[src/rtl/decoder.sv]
// Instruction decode stage: splits a 16-bit instruction into registered control
// signals and fields, giving one pipeline stage between fetch and execute.
module decoder (
    input  logic        clk,
    input  logic        rst,
    input  logic [15:0] instruction,
    output logic        MemoryWrite,
    output logic [2:0]  ExecuteOp,
    output logic [1:0]  WriteRegFrom,
    output logic        OverwriteNZ,
    output logic [3:0]  RegToWrite,
    output logic [7:0]  Immediate,
    output logic        RegWriteEnSc,
    output logic        RegWriteEnVec
);

    localparam logic [2:0] OP_ADD  = 3'b000;
    localparam logic [2:0] OP_SUB  = 3'b001;
    localparam logic [2:0] OP_PASS = 3'b111;

    localparam logic [1:0] WB_ALU = 2'b00;
    localparam logic [1:0] WB_MEM = 2'b01;
    localparam logic [1:0] WB_IMM = 2'b10;

    typedef struct packed {
        logic       mem_wr;
        logic [2:0] exec_op;
        logic [1:0] wb_src;
        logic       set_nz;
        logic [3:0] rd;
        logic [7:0] imm;
        logic       we_sc;
        logic       we_vec;
    } dec_t;

    dec_t       dec_d, dec_q;
    logic [3:0] opcode;

    assign opcode = instruction[15:12];

    always_comb begin
        dec_d        = '0;
        // Register index and immediate are forwarded for every opcode.
        dec_d.rd     = instruction[11:8];
        dec_d.imm    = instruction[7:0];
        unique case (opcode)
            4'h0: ;
            4'h1, 4'h2, 4'h3, 4'h4, 4'h5, 4'h6, 4'h7: begin
                dec_d.exec_op = opcode[2:0] - 3'd1;
                dec_d.wb_src  = WB_ALU;
                dec_d.we_sc   = 1'b1;
                dec_d.set_nz  = 1'b1;
            end
            4'h8: begin
                dec_d.exec_op = OP_PASS;
                dec_d.wb_src  = WB_IMM;
                dec_d.we_sc   = 1'b1;
            end
            4'h9: begin
                dec_d.exec_op = OP_SUB;
                dec_d.set_nz  = 1'b1;
            end
            4'hA: begin
                dec_d.exec_op = OP_ADD;
                dec_d.wb_src  = WB_MEM;
                dec_d.we_sc   = 1'b1;
            end
            4'hB, 4'hF: begin
                dec_d.exec_op = OP_ADD;
                dec_d.mem_wr  = 1'b1;
            end
            4'hC: begin
                dec_d.exec_op = OP_ADD;
                dec_d.wb_src  = WB_ALU;
                dec_d.we_vec  = 1'b1;
            end
            4'hD: begin
                dec_d.exec_op = OP_SUB;
                dec_d.wb_src  = WB_ALU;
                dec_d.we_vec  = 1'b1;
            end
            4'hE: begin
                dec_d.exec_op = OP_ADD;
                dec_d.wb_src  = WB_MEM;
                dec_d.we_vec  = 1'b1;
            end
            default: ;
        endcase
    end

    // All-zero reset state is the NOP encoding.
    always_ff @(posedge clk or posedge rst) begin
        if (rst) dec_q <= '0;
        else     dec_q <= dec_d;
    end

    assign MemoryWrite   = dec_q.mem_wr;
    assign ExecuteOp     = dec_q.exec_op;
    assign WriteRegFrom  = dec_q.wb_src;
    assign OverwriteNZ   = dec_q.set_nz;
    assign RegToWrite    = dec_q.rd;
    assign Immediate     = dec_q.imm;
    assign RegWriteEnSc  = dec_q.we_sc;
    assign RegWriteEnVec = dec_q.we_vec;

endmodule

[config.mk]
export PLATFORM = sky130hd
export DESIGN_NAME = decoder
export DESIGN_NICKNAME = d
export VERILOG_FILES = /design/src/rtl/decoder.sv
export SDC_FILE = /design/constraint.sdc
export NUM_CORES = 1
export LEC_CHECK = 0
export CORE_MARGIN = 8
export CORE_UTILIZATION = 40
export CTS_CLUSTER_DIAMETER = 150
export DETAILED_ROUTE_END_ITERATION = 7
export PLACE_DENSITY = 0.78
export SETUP_SLACK_MARGIN = 0.2
export SYNTH_ARGS = -nofsm -noshare
export SYNTH_HDL_FRONTEND = slang
export SYNTH_SLANG_ARGS = --single-unit
[constraint.sdc]
create_clock -name clk -period 1.1 [get_ports clk]
set_input_delay 0.165 -clock clk [delete_from_list [all_inputs] [get_ports clk]]
set_output_delay 0.165 -clock clk [all_outputs]
set_load 0.05 [all_outputs]
* After elaboration in Yosys (flattened, before gate mapping) *
Cells that the tools add are included.

cells by class
  mux-type cells = 6
  reduce and logical (&&, ||, !) cells = 7
  add/sub/neg operators = 1
  equality and inequality tests = 15

operators by type and width
  cell                 count
  $eq 4x4->1 const B   8
  $eq 4x3->1 const B   4
  $pmux 3 s3           1
  $reduce_or 9->1      1
  $eq 4x2->1 const B   2
  $reduce_or 8->1      1
  $reduce_or 7->1      1
  $reduce_or 2->1      3
  $eq 4x1->1 const B   1
  $mux 1               4
  $pmux 2 s2           1
  $reduce_or 3->1      1
  $sub 3x1->3 const B  1

storage, ports and cells
  flip-flop bits (word level) = 21
  word-level logic and storage cells = 37
  output and inout bits = 21
  input port bits = 18

* Depth between registers and ports, before layout *
  word-level depth = 3
  depth in mapped cells = 4

* Least setup slack after synthesis *
Ideal clock, no wire load.

  path kind = input -> register
  start point = input port instruction[12]
  end point = register dec_q, in the netlist OverwriteNZ
  buffers on the path = 0
  library setup time = 144 ps
  path slack = -49 ps
  required time = 956 ps
  data arrival time = 1005 ps
  stages = 4
  cells stage by stage = inv_1 -> ha_1 -> a2111oi_4 -> o22ai_1

RTL lines
  what                  RTL line  RTL
  from (decl)           6         input logic [15:0] instruction,
  to (signal assigned)  93        if (rst) dec_q <= '0;
  to (signal assigned)  94        else dec_q <= dec_d;
  to (decl)             36        dec_t dec_d, dec_q;

* Worst setup path after layout *
  start point = register dec_q, in the netlist Immediate[4]
  end point = output port Immediate[4]

RTL lines
  what       RTL line  RTL
  to (decl)  12        output logic [7:0] Immediate,

No word-level cell between the ends.

==> flow_metrics.py <==
metrics = {
    "outcome": {
        "status": "completed",
    },
    "finish": {
        "antenna_cells": 0,
        "stdcell_count": 127,
        "multiInputGateArea_sq_um": 261.5,
        "seqCellArea_sq_um": 525.5,
        "post_route_cells_drive_above_1_share": 0.5098,
        "nNetsFinal": 126,
        "post_synthesis_to_final_layout_area_growth_pct": 117.6,
        "fillCellCount": 65,
    },
    "synth": {
        "netlist_top_cells_count": "sky130_fd_sc_hd__dfrtp_1, sky130_fd_sc_hd__ha_1, sky130_fd_sc_hd__inv_1",
        "yosys_most_used_dff": "sky130_fd_sc_hd__dfrtp_1",
        "synth.avg_cell_area_sq_um": 15.47,
        "synth_simple_gate_area_frac": 0.05164,
        "synth_enable_flop_cells": 0,
        "synth_compound_area_frac": 0.09466,
        "synth-seq-area-share": 0.7229,
        "ys_top_cells_by_area": "sky130_fd_sc_hd__dfrtp_1, sky130_fd_sc_hd__ha_1, sky130_fd_sc_hd__a2111oi_4",
        "combinational_family_with_the_most_area_after_synthesis": "compound AO/OA/AOI/OAI gates",
        "synth_area_sq_um": 726.9,
        "synthDistinctLibCells": 15,
        "ys_warn_count": 0,
        "synth_cells": 47,
        "yosys.area_share.xor_xnor": 0.01205,
        "synth.ff_latch_count": 21,
        "synth_largest_type_area_fraction": 0.7229,
        "synthesis.nets": 70,
        "synth_largest_area_cell": "sky130_fd_sc_hd__dfrtp_1",
        "muxShareOfSynthArea": 0,
        "synth-adder-area-share": 0.08606,
        "synthMostInstantiatedCell": "sky130_fd_sc_hd__dfrtp_1",
        "async_reset_ff_frac": 1.000,
    },
    "global_routing": {
        "pin_count_of_the_biggest_net_entering_global_routing": 22,
        "first_global_vias": 694,
        "gr-usage-all-layers": 0.1695,
        "gr-total-overflow": 0,
        "number_of_antenna_violations_at_the_first_check_in_global_routing": 0,
        "grt_first_pass_wirelength_mm": 4.098,
    },
    "clock_network": {
        "clockRootBuffer": "sky130_fd_sc_hd__clkbuf_4",
        "cts_tree": "built",
        "clk_pin_slew_ns": 0.13,
        "cts.sinks": 21,
        "tritoncts.num_buffers": 3,
        "cts_max_path_buffers": 2,
        "htree_levels": 1,
    },
    "sta": {
        "worstMarginPinSlew_ns": 0.3625,
        "final.period_utilization": 0.9981,
        "finalHoldViolCount": 0,
        "finalSetupViolations": 0,
        "rsz0062_at_grt": "true",
        "clock.fmax_ghz": 0.9108,
        "slew-limit-headroom": 0.7566,
        "tns_ns": 0,
        "timing_max_transition_violations_final": 0,
        "finalCriticalPeriod_ns": 1.098,
    },
    "routing": {
        "totalWireLength_mm": 2.748,
        "detail_route.drc_violations": 0,
        "avgViaCountPerCell": 4.780,
        "detail_route.first_pass.iterations": 4,
        "detail-route-antenna-nets": 0,
        "detailroute.wirelength.met2_mm": 1.393,
        "drt_iter0_drc": 10,
        "met3WireLength_microns": 328,
        "highest_layer": "met4",
        "wire_per_inst_microns": 21.64,
        "wl_met1_microns": 958,
        "via_count": 607,
    },
    "die": {
        "floorplan.die.height_microns": 58.63,
        "core_area_sq_mm": 0.001727,
        "num_rows": 15,
        "initial_utilization": 0.4210,
        "pin_count": 39,
        "fp.dieW_microns": 58.63,
        "die_area_sq_mm": 0.003437,
    },
    "setup_path": {
        "end_kind": "primary output",
        "cp_cell_sequence": "buf_12",
        "timing.critical_path.slowest_stage_cell": "sky130_fd_sc_hd__dfrtp_1",
        "crit_type": "flip-flop to primary output",
        "cp_num_buf_inv": 1,
        "cp_max_fo": 1,
        "critical_path_required_ns": 0.94,
        "critPathMaxStageDelay_ns": 0.44,
        "startpoint_class_of_the_critical_path": "flip-flop",
        "delay_heaviest_family_cp": "flip-flops",
        "worstPathArrival_ns": 0.93,
    },
    "pwr": {
        "power.clock.fraction": 0.215,
        "leakage_nw": 0.7195,
        "vdd_ir_drop_max_mv": 0.9917,
        "seq_power_share": 0.458,
        "pwr-share-comb": 0.327,
        "totalPowerFinal_mw": 1.870,
        "internal_power_mw": 1.261,
        "swShare": 0.3253,
        "power_density_mw_per_mm2": 1182,
        "p_switching_uw": 608.3,
    },
    "placed_design": {
        "gp_congestion": 0.7103,
        "placedCellCount": 119,
        "numPortBuffers": 38,
        "place_hpwl_mm": 1.942,
    },
    "worst_hold_path": {
        "timing.hold.worst.class": "input port to async pin",
    },
    "flow_run": {
        "maxCapViolCount": 0,
    },
}
==> metrics by stage <==
step	util	setup slack (ns)	hold slack [ns]	cell area (sq um)
floorplan	-	0.1247	0.1415	767.0
global placement	0.8449	-0.5591	0.5092	1459
detailed placement	0.8449	-0.6236	0.5539	1459
CTS	0.8986	0.01979	0.2112	1551
global route	0.9159	-0.04020	0.1970	1582
finish	0.9159	0.002113	0.1807	1582
==> sequential cells by signal, summed over array words and instances, names as in the netlist <==
| register | count |
|---|---|
| RegWriteEnVec | 1 |
| MemoryWrite | 1 |
| RegToWrite | 4 |
| Immediate | 8 |
| RegWriteEnSc | 1 |
| ExecuteOp | 3 |
| OverwriteNZ | 1 |
| WriteRegFrom | 2 |
==> final timing paths <==
path,startpoint,slack [ns],cells after the start,end
setup / recovery,Immediate[4]$_DFF_PP0_,0.002,1,Immediate[4]
min in group clk,instruction[3],0.27,1,Immediate[3]$_DFF_PP0_
max in group asynchronous,rst,0.71,3,Immediate[3]$_DFF_PP0_
hold / removal,rst,0.18,3,Immediate[1]$_DFF_PP0_
==> layout make-up <==
class                      count  share of cell area
timing repair buffer          52              0.4454
sequential                    21              0.3323
multi-input combinational     20              0.1653
inverter                       5             0.01978
tap                           25             0.01978
clock buffer                   3             0.01424
clock inverter                 1            0.003165
==> kinds of logic (layout without fill, tap and decap cells) <==
logic type / Yosys count / in the layout
fa+ha+maj: 5 / 5
flops: 21 / 21
simple gates: 7 / 7
buf+inv: 6 / 61
xor+xnor: 1 / 1
compound gates: 7 / 7
==> cells in the final DEF, fill, tap and decap left out, drive strengths merged <==
cell / instances
clkinv: 1
o31ai: 2
xnor2: 1
clkdlybuf4s50: 14
nand3b: 1
nand2b: 1
o311ai: 1
nand2: 2
a2111oi: 1
nor2: 1
a21oi: 1
dfrtp: 21
dlygate4sd2: 1
inv: 5
and2: 2
buf: 36
o22ai: 2
clkbuf: 4
ha: 5
==> power groups by stage <==
| stage | registers, mW | logic, mW | clock network (mW) |
|---|---|---|---|
| 2_1_floorplan | 1.01 | 0.0763 | 0 |
| 3_3_place_gp | 0.868 | 0.536 | 0 |
| 3_5_place_dp | 0.873 | 0.554 | 0 |
| 4_1_cts | 0.857 | 0.585 | 0.375 |
| 5_1_grt | 0.861 | 0.634 | 0.451 |
| 6_report | 0.856 | 0.612 | 0.402 |
==> metal layers <==
metal / vias to the layer above / global-route usage
met5: - / 0
met4: 0 / 0.06485
met3: 7 / 0.08261
met2: 44 / 0.2945
met1: 292 / 0.1708
li1: 264 / -
==> repair_timing <==
action,CTS,global route
hold buffers,0,0
cloned,0,0
buffers inserted,3,1
pin swaps,5,4
resized for setup,17,4
setup endpoints to repair,29,26
Power figures use the tool's default switching activity.
